### src/rtl/pc_sched_if.sv
// PC sequencing bus: PC register, instruction fetch port and redirect sources.
// Vectors are numbered MSB-first (bit 0 is the MSB).
interface pc_sched_if #(
    parameter int PC_WIDTH = 32
);
    logic [0:PC_WIDTH-1] pc;
    logic                pc_wr;
    logic [0:PC_WIDTH-1] npc;
    logic                fetch_req;
    logic [0:PC_WIDTH-1] fetch_addr;
    logic                fetch_ack;
    logic                fetch_discard;
    logic                stall;
    logic                br_valid;
    logic [0:PC_WIDTH-1] br_target;
    logic                rfi_valid;
    logic [0:PC_WIDTH-1] rfi_target;
    logic                exc_valid;
    logic [0:PC_WIDTH-1] exc_vec;
    logic                halt;
    logic                halted;

    // Scheduler side
    modport master (
        input  pc, fetch_ack, stall, br_valid, br_target, rfi_valid, rfi_target,
               exc_valid, exc_vec, halt,
        output pc_wr, npc, fetch_req, fetch_addr, fetch_discard, halted
    );

    // PC register / memory / branch-unit side
    modport slave (
        output pc, fetch_ack, stall, br_valid, br_target, rfi_valid, rfi_target,
               exc_valid, exc_vec, halt,
        input  pc_wr, npc, fetch_req, fetch_addr, fetch_discard, halted
    );
endinterface

### src/rtl/pc_sched.sv
// PC sequencing controller: next-PC arbitration, fetch handshake,
// redirect buffering across an in-flight fetch, and halt/wake.
module pc_sched #(
    parameter int                  PC_WIDTH   = 32,
    parameter logic [0:PC_WIDTH-1] RESET_VEC  = '0,
    parameter int                  INSN_BYTES = 4
) (
    input  logic         i_clk,
    input  logic         i_rst,
    pc_sched_if.master   bus
);
    typedef enum logic [1:0] {BOOT = 2'd0, RUN = 2'd1, HALT = 2'd2} state_t;

    // Redirect priority codes; larger wins
    localparam logic [1:0] PRI_BR  = 2'd0;
    localparam logic [1:0] PRI_RFI = 2'd1;
    localparam logic [1:0] PRI_EXC = 2'd2;

    state_t              r_state;
    logic                r_outstanding;
    logic                r_pend_valid;
    logic [0:PC_WIDTH-1] r_pend_tgt;
    logic [1:0]          r_pend_pri;

    state_t              w_state_nxt;
    logic                w_out_nxt;
    logic                w_pend_valid_nxt;
    logic [0:PC_WIDTH-1] w_pend_tgt_nxt;
    logic [1:0]          w_pend_pri_nxt;

    logic                w_fetch_req;
    logic [0:PC_WIDTH-1] w_seq;
    logic                w_new_valid;
    logic [0:PC_WIDTH-1] w_new_tgt;
    logic [1:0]          w_new_pri;
    logic                w_pc_wr;
    logic [0:PC_WIDTH-1] w_npc;
    logic                w_discard;

    // Sequential next PC, modulo 2^PC_WIDTH
    assign w_seq = bus.pc + PC_WIDTH'(INSN_BYTES);

    // Once raised, the request is held by r_outstanding until acked
    assign w_fetch_req = (r_state == RUN) & (r_outstanding | (!bus.stall & !bus.halt));

    // Pick this cycle's highest-priority redirect: exc > rfi > br
    always_comb begin
        w_new_valid = 1'b1;
        w_new_tgt   = bus.br_target;
        w_new_pri   = PRI_BR;
        if (bus.exc_valid) begin
            w_new_tgt = bus.exc_vec;
            w_new_pri = PRI_EXC;
        end else if (bus.rfi_valid) begin
            w_new_tgt = bus.rfi_target;
            w_new_pri = PRI_RFI;
        end else if (!bus.br_valid) begin
            w_new_valid = 1'b0;
        end
    end

    // Next-state, pending-redirect update and PC-write outputs
    always_comb begin
        w_state_nxt      = r_state;
        w_out_nxt        = r_outstanding;
        w_pend_valid_nxt = r_pend_valid;
        w_pend_tgt_nxt   = r_pend_tgt;
        w_pend_pri_nxt   = r_pend_pri;
        w_pc_wr          = 1'b0;
        w_npc            = w_seq;
        w_discard        = 1'b0;
        case (r_state)
            BOOT: begin
                w_state_nxt = RUN;
            end
            RUN: begin
                w_out_nxt = w_fetch_req & !bus.fetch_ack;
                if (!w_fetch_req) begin
                    // Nothing in flight: redirect goes straight to the PC
                    if (w_new_valid) begin
                        w_pc_wr = 1'b1;
                        w_npc   = w_new_tgt;
                    end
                    w_pend_valid_nxt = 1'b0;
                end else if (bus.fetch_ack) begin
                    w_pc_wr = 1'b1;
                    if (w_new_valid) begin
                        w_npc     = w_new_tgt;
                        w_discard = 1'b1;
                    end else if (r_pend_valid) begin
                        w_npc     = r_pend_tgt;
                        w_discard = 1'b1;
                    end
                    w_pend_valid_nxt = 1'b0;
                end else if (w_new_valid && (!r_pend_valid || w_new_pri >= r_pend_pri)) begin
                    // Fetch in flight: park the redirect until the ack
                    w_pend_valid_nxt = 1'b1;
                    w_pend_tgt_nxt   = w_new_tgt;
                    w_pend_pri_nxt   = w_new_pri;
                end
                if (bus.halt && !w_out_nxt) w_state_nxt = HALT;
            end
            HALT: begin
                // Only an exception wakes; br/rfi are ignored here
                if (bus.exc_valid) begin
                    w_pc_wr     = 1'b1;
                    w_npc       = bus.exc_vec;
                    w_state_nxt = RUN;
                end
            end
            default: begin
                w_state_nxt = BOOT;
            end
        endcase
    end

    // State and pending-redirect registers
    always_ff @(posedge i_clk or posedge i_rst) begin
        if (i_rst) begin
            r_state       <= BOOT;
            r_outstanding <= 1'b0;
            r_pend_valid  <= 1'b0;
            r_pend_tgt    <= '0;
            r_pend_pri    <= PRI_BR;
        end else begin
            r_state       <= w_state_nxt;
            r_outstanding <= w_out_nxt;
            r_pend_valid  <= w_pend_valid_nxt;
            r_pend_tgt    <= w_pend_tgt_nxt;
            r_pend_pri    <= w_pend_pri_nxt;
        end
    end

    assign bus.pc_wr         = w_pc_wr;
    assign bus.npc           = w_npc;
    assign bus.fetch_req     = w_fetch_req;
    assign bus.fetch_addr    = bus.pc;
    assign bus.fetch_discard = w_discard;
    assign bus.halted        = (r_state == HALT);

    // The PC register must come out of reset at the same vector
    a_reset_vec: assert property (@(posedge i_clk) disable iff (i_rst)
        (r_state == BOOT) |-> (bus.pc == RESET_VEC));

endmodule

### src/flat_wrapper.sv
// flat-port wrapper written by rule: the top's interface ports become plain ports
module pc_sched_flat 
#(
    parameter int                  PC_WIDTH   = 32,
    parameter logic [0:PC_WIDTH-1] RESET_VEC  = '0,
    parameter int                  INSN_BYTES = 4
)
  (i_clk, i_rst, bus_pc, bus_fetch_ack, bus_stall, bus_br_valid, bus_br_target, bus_rfi_valid, bus_rfi_target, bus_exc_valid, bus_exc_vec, bus_halt, bus_pc_wr, bus_npc, bus_fetch_req, bus_fetch_addr, bus_fetch_discard, bus_halted);
  pc_sched_if #(.PC_WIDTH(PC_WIDTH)) bus_i ();
  input  logic i_clk;
  input  logic i_rst;
  input wire logic [$bits(bus_i.pc)-1:0] bus_pc;
  input wire logic [$bits(bus_i.fetch_ack)-1:0] bus_fetch_ack;
  input wire logic [$bits(bus_i.stall)-1:0] bus_stall;
  input wire logic [$bits(bus_i.br_valid)-1:0] bus_br_valid;
  input wire logic [$bits(bus_i.br_target)-1:0] bus_br_target;
  input wire logic [$bits(bus_i.rfi_valid)-1:0] bus_rfi_valid;
  input wire logic [$bits(bus_i.rfi_target)-1:0] bus_rfi_target;
  input wire logic [$bits(bus_i.exc_valid)-1:0] bus_exc_valid;
  input wire logic [$bits(bus_i.exc_vec)-1:0] bus_exc_vec;
  input wire logic [$bits(bus_i.halt)-1:0] bus_halt;
  output wire logic [$bits(bus_i.pc_wr)-1:0] bus_pc_wr;
  output wire logic [$bits(bus_i.npc)-1:0] bus_npc;
  output wire logic [$bits(bus_i.fetch_req)-1:0] bus_fetch_req;
  output wire logic [$bits(bus_i.fetch_addr)-1:0] bus_fetch_addr;
  output wire logic [$bits(bus_i.fetch_discard)-1:0] bus_fetch_discard;
  output wire logic [$bits(bus_i.halted)-1:0] bus_halted;
  assign bus_i.pc = bus_pc;
  assign bus_i.fetch_ack = bus_fetch_ack;
  assign bus_i.stall = bus_stall;
  assign bus_i.br_valid = bus_br_valid;
  assign bus_i.br_target = bus_br_target;
  assign bus_i.rfi_valid = bus_rfi_valid;
  assign bus_i.rfi_target = bus_rfi_target;
  assign bus_i.exc_valid = bus_exc_valid;
  assign bus_i.exc_vec = bus_exc_vec;
  assign bus_i.halt = bus_halt;
  assign bus_pc_wr = bus_i.pc_wr;
  assign bus_npc = bus_i.npc;
  assign bus_fetch_req = bus_i.fetch_req;
  assign bus_fetch_addr = bus_i.fetch_addr;
  assign bus_fetch_discard = bus_i.fetch_discard;
  assign bus_halted = bus_i.halted;
  pc_sched #(.PC_WIDTH(PC_WIDTH), .RESET_VEC(RESET_VEC), .INSN_BYTES(INSN_BYTES)) u_core (.i_clk(i_clk), .i_rst(i_rst), .bus(bus_i));
endmodule
### config.mk
export PLATFORM = sky130hd
export DESIGN_NAME = pc_sched_flat
export DESIGN_NICKNAME = d
export VERILOG_FILES = /design/src/rtl/pc_sched_if.sv /design/src/rtl/pc_sched.sv /design/src/flat_wrapper.sv
export SDC_FILE = /design/constraint.sdc
export NUM_CORES = 1
export LEC_CHECK = 0
export ABC_AREA = 0
export BUFFER_PORTS_ARGS = -buffer_cell sky130_fd_sc_hd__buf_2
export CAP_MARGIN = 5
export CORE_MARGIN = 4
export CORE_UTILIZATION = 30
export CTS_BUF_LIST = sky130_fd_sc_hd__clkbuf_8 sky130_fd_sc_hd__clkbuf_16
export CTS_CLUSTER_SIZE = 16
export DETAILED_ROUTE_END_ITERATION = 10
export GPL_ROUTABILITY_DRIVEN = 0
export GPL_TIMING_DRIVEN = 0
export HOLD_SLACK_MARGIN = 0.05
export SETUP_SLACK_MARGIN = 0.02
export SLEW_MARGIN = 20
export SYNTH_ARGS = -nofsm -noshare
export SYNTH_HDL_FRONTEND = slang
export SYNTH_SLANG_ARGS = --single-unit
export TNS_END_PERCENT = 100
### constraint.sdc
create_clock -name i_clk -period 2.76 [get_ports i_clk]
set_clock_uncertainty 0.15 [all_clocks]
set_input_delay 0.138 -clock i_clk [delete_from_list [all_inputs] [get_ports i_clk]]
set_output_delay 0.138 -clock i_clk [all_outputs]
set_load 0.01 [all_outputs]
==> results by stage <==
Yosys:
- The number of nets produced by synthesis is roughly 730.
- Synthesis inferred 38 register bits.
- The synthesized netlist occupies a cell area of between 0.004 and 0.005 mm2.
- The per-instance average area after synthesis is between 7 and 8 um2.
- The synthesized design contains 0 enable-type register cells.
- Of the synthesized area, sequential elements account for between 20% and 30%.
- The share of flip-flops with an asynchronous set or reset is 100.0%.
- The yosys synthesis warning count is 0.
- Among all flip-flop cells after synthesis, the most frequent one is dfrtp_1.
- The count of distinct cell types in the synthesized netlist is between 60 and 70.
- After technology mapping, the gate count stands at around 580.

Final layout:
- The antenna cell count is 0.
- The share of cells above drive strength 1 is around 44%.
- The area taken by multi-input logic gates is between 0.003 and 0.004 mm2.
- The final net count is between 900 and 1000.
- Summing all non-filler instances in the final layout gives an area of about 0.0063 mm2.
- Leaving out fill and tap cells, the most frequent cells in the layout are buf_2, nand2_1, o21ai_0.
- The most frequent standard cell in the layout excluding fill and tap cells is buf_2.
- After filler insertion, the fill cell instance count of the layout stands at roughly 1600.
- Summing all flip-flop and latch instances after layout gives roughly 950 um2.
- The synthesis-to-layout area growth is 37.93%.

Floorplanning:
- The width of the die is ~130 um.
- The die covers 0.01715 mm2.
- The placement row count is 44.
- The placeable core region is between 0.01 and 0.015 mm2.
- The number of placed I/O pins is 204.
- The starting density of the core is 30.97%.
- The chip height is roughly 130 um.

Critical path:
- The path type of the worst setup path is flip-flop to output port.
- The dominant delay contributor by cell family on the critical path is compound AO/OA/AOI/OAI gates.
- The endpoint of the most critical setup path is bus_npc[24].
- Along the worst path, the maximum fanout reaches 10.
- The endpoint identified for the worst register-to-register timing path is u_core.r_pend_tgt[19].
- Traced cell by cell, the critical path runs through inv_2 -> ha_1 -> buf_6 -> a31oi_4 -> nor3_4 -> clkbuf_4 -> a211oi_1 -> o21ai_0 -> buf_2.
- In this run the worst setup path begins at u_core.r_state[1].
- In this run the register-to-register setup slack is between 0.15 and 0.2 ns.
- For the worst setup path, the data arrival time is between 2 and 2.5 ns.
- Data on the critical path is required at its endpoint by between 2 and 2.5 ns.
- The worst setup path is captured at an output port.
- The buffer and inverter count on the worst path is 4.
- The library cell contributing the largest single delay on the critical path is a31oi_4.
- The worst register-to-register path begins at u_core.r_state[1].
- The largest incremental delay on the critical path is around 0.4 ns.
- The worst setup path is launched from a flip-flop.
- The worst register-to-register path has a depth of 10.
- The number of cells on the critical path is 9.

Placement:
- Summing all placed instances gives a cell area of roughly 0.0058 mm2.
- During placement, the flow inserted port buffers numbering 201.
- The wire-length estimate of the detail-placed layout is around 15 mm.
- At the placement stage, the worst setup path has a slack of -0.6643 ns.

Global routing:
- Entering global routing, the biggest net connects 22 pins.
- The initial antenna violation count is 1.
- The first global-routing pass estimated about 28 mm of wire.
- The via count of the first global-routing pass came to about 5000.
- In the global route stage, overall resource usage came out at a little over a fifth.
- The remaining global-route overflow is 0.

STA:
- The number of pins exceeding their max-slew limit in the final report is 0.
- Timing would allow up to around 380 MHz.
- Final hold analysis gives a worst-case slack of roughly 0.11 ns.
- The transition time at the pin with the least slew margin is ~0.8 ns.
- The hold violation total from the final report came to 0.
- Setup repair after global routing could not meet its margin everywhere.
- In the post-route analysis, the smallest setup slack over all paths is 0.1081 ns.
- Setup violations remaining at the end of the flow were counted as 0.
- For the finished layout, the period the worst path requires is 2.652 ns.
- In the finished design, the share of the clock period the worst path needs comes to 96.08%.
- The tightest slew margin relative to the limit is about 47%.

Power:
- Dividing total power by cell area gives a power density of a little over 800 mW/mm2.
- Across the VDD grid, the largest voltage drop is between 0.0003 and 0.0004 V.
- The power after layout is a little over 0.005 W.
- The analysis attributes to cell leakage a power of roughly 3.0 nW.

Hold path:
- The startpoint of the most critical hold path is bus_exc_vec[10].
- The path class of the tightest hold or removal check is input port to flip-flop.

Clock tree:
- The count of clock tree sinks is 38.
- The latest clock arrival within the worst-skew pair is slightly below 0.3 ns.
- In this run the number of H-tree levels came out at 2.
- After clock tree synthesis, the clock-pin slew on the worst setup and hold paths is 0.07 ns.
- The clock tree from TritonCTS is done.
- The clock tree root driver cell is clkbuf_16.
- The longest clock path from root to sink contains 2 buffers.
- The CTS buffer count is 5.

Detailed routing:
- The first TritonRoute pass finished after 5 iterations.
- In the routed design, unresolved DRC markers number 0.
- The detailed-route wire length per cell is slightly below 20 um.
- Dividing the detail-routed via count by the number of cells gives 5.533.
- The detailed router finished its first iteration with approximately 460 violations.
- The total wirelength of the detailed-routed design is approximately 19 mm.
- Once detail routing completed, the nets flagged for antenna violations numbered 0.
- The vias after detailed routing is between 5000 and 6000.

Flow run:
- The max-capacitance violation count is 0.

Status:
- The flow ran to the end, and the final reports show no timing, DRC or antenna violations.
## stage by stage
step | std cells | util (%) | TNS, ns
CTS | 979 | 42.04 | 0
finish | 987 | 42.72 | 0
global route | 987 | 42.72 | -0.008963
floorplan | 583 | - | 0
global placement | 968 | 39.41 | -28.11
detailed placement | 969 | 39.60 | -27.14
## final cells by class
| type | instances | share of cell area (%) |
|---|---|---|
| Multi-Input combinational cell | 451 | 50.78 |
| Timing Repair Buffer | 218 | 18.56 |
| Sequential cell | 38 | 15.22 |
| Buffer | 68 | 7.460 |
| Tap cell | 184 | 3.680 |
| Clock buffer | 5 | 2.000 |
| Inverter | 20 | 1.200 |
| Clock inverter | 3 | 1.100 |
## cells by family after synthesis
family / count (synthesis) / share of synthesized area (%)
AO/OA/AOI/OAI: 174 / 27.01
XOR/XNOR: 18 / 3.476
adder cells (fa/ha/maj): 6 / 1.655
buffers and inverters: 94 / 11.09
flip-flops: 38 / 20.97
multiplexers: 68 / 15.89
AND/OR/NAND/NOR: 185 / 19.92
## power by group
group	switching [W]	internal (W)
Combinational	0.00192	0.00145
Sequential	0.000153	0.000829
Clock	0.000258	0.000520
## cell usage after synthesis, types with 4 or more instances
cell type / n / area [um2]
nand2_1: 73 / 274.0
o21ai_0: 65 / 325.3
dfrtp_1: 38 / 950.9
mux2i_1: 36 / 360.4
buf_4: 32 / 240.2
mux2_2: 32 / 360.4
nor2_1: 28 / 105.1
clkbuf_1: 27 / 101.4
inv_1: 20 / 75.07
a21oi_1: 16 / 80.08
o221a_2: 16 / 180.2
nand4_1: 15 / 93.84
nand3_1: 14 / 70.07
a22oi_1: 12 / 90.09
buf_2: 12 / 60.06
xor2_1: 10 / 87.58
and2_1: 9 / 56.30
and3_1: 9 / 56.30
a211oi_1: 8 / 60.06
nor3_1: 8 / 40.04
xnor2_1: 8 / 70.07
and4_1: 6 / 52.55
ha_1: 6 / 75.07
nand2b_1: 6 / 37.54
o221ai_1: 6 / 52.55
nor4_1: 5 / 31.28
a21boi_0: 4 / 30.03
a31oi_1: 4 / 25.02
## worst register-to-register path: cells and delay by family (launching register included)
kind,cells,cell delay (ns)
flip-flops,1,0.41
AND/OR/NAND/NOR,3,0.49
multiplexers,1,0.36
buffers and inverters,4,0.68
AO/OA/AOI/OAI,1,0.24
adder cells (fa/ha/maj),1,0.16
## timing repair
item / in CTS / in global routing
hold endpoints to repair: 19 / 0
pin swaps: 2 / 4
resized for setup: 38 / 22
setup buffers: 4 / 9
hold buffers: 3 / 0
setup endpoints to repair: 65 / 59
## flip-flops by register name, indices dropped and copies added (netlist names)
| register | count |
|---|---|
| u_core.r_pend_valid | 1 |
| u_core.r_pend_tgt | 32 |
| u_core.r_pend_pri | 2 |
| u_core.r_state | 2 |
| u_core.r_outstanding | 1 |
## worst min-delay path by stage
stage,end,depth (start not counted)
5_1_grt,u_core.r_pend_tgt[1],4
4_1_cts,u_core.r_pend_tgt[21],4
2_1_floorplan,u_core.r_outstanding,1
6_report,u_core.r_pend_tgt[21],4
3_3_place_gp,bus_fetch_addr[11],2
3_5_place_dp,u_core.r_state[0],2
## routing by layer
layer	part of all wire, %	routed length [um]	global-route usage [%]
met5	0.10	20	0
met4	2.6	498	6.231
met3	10	1943	3.740
met2	46	8917	34.95
met1	41	8055	29.05
Note: power is estimated with default switching activity, not from simulation.
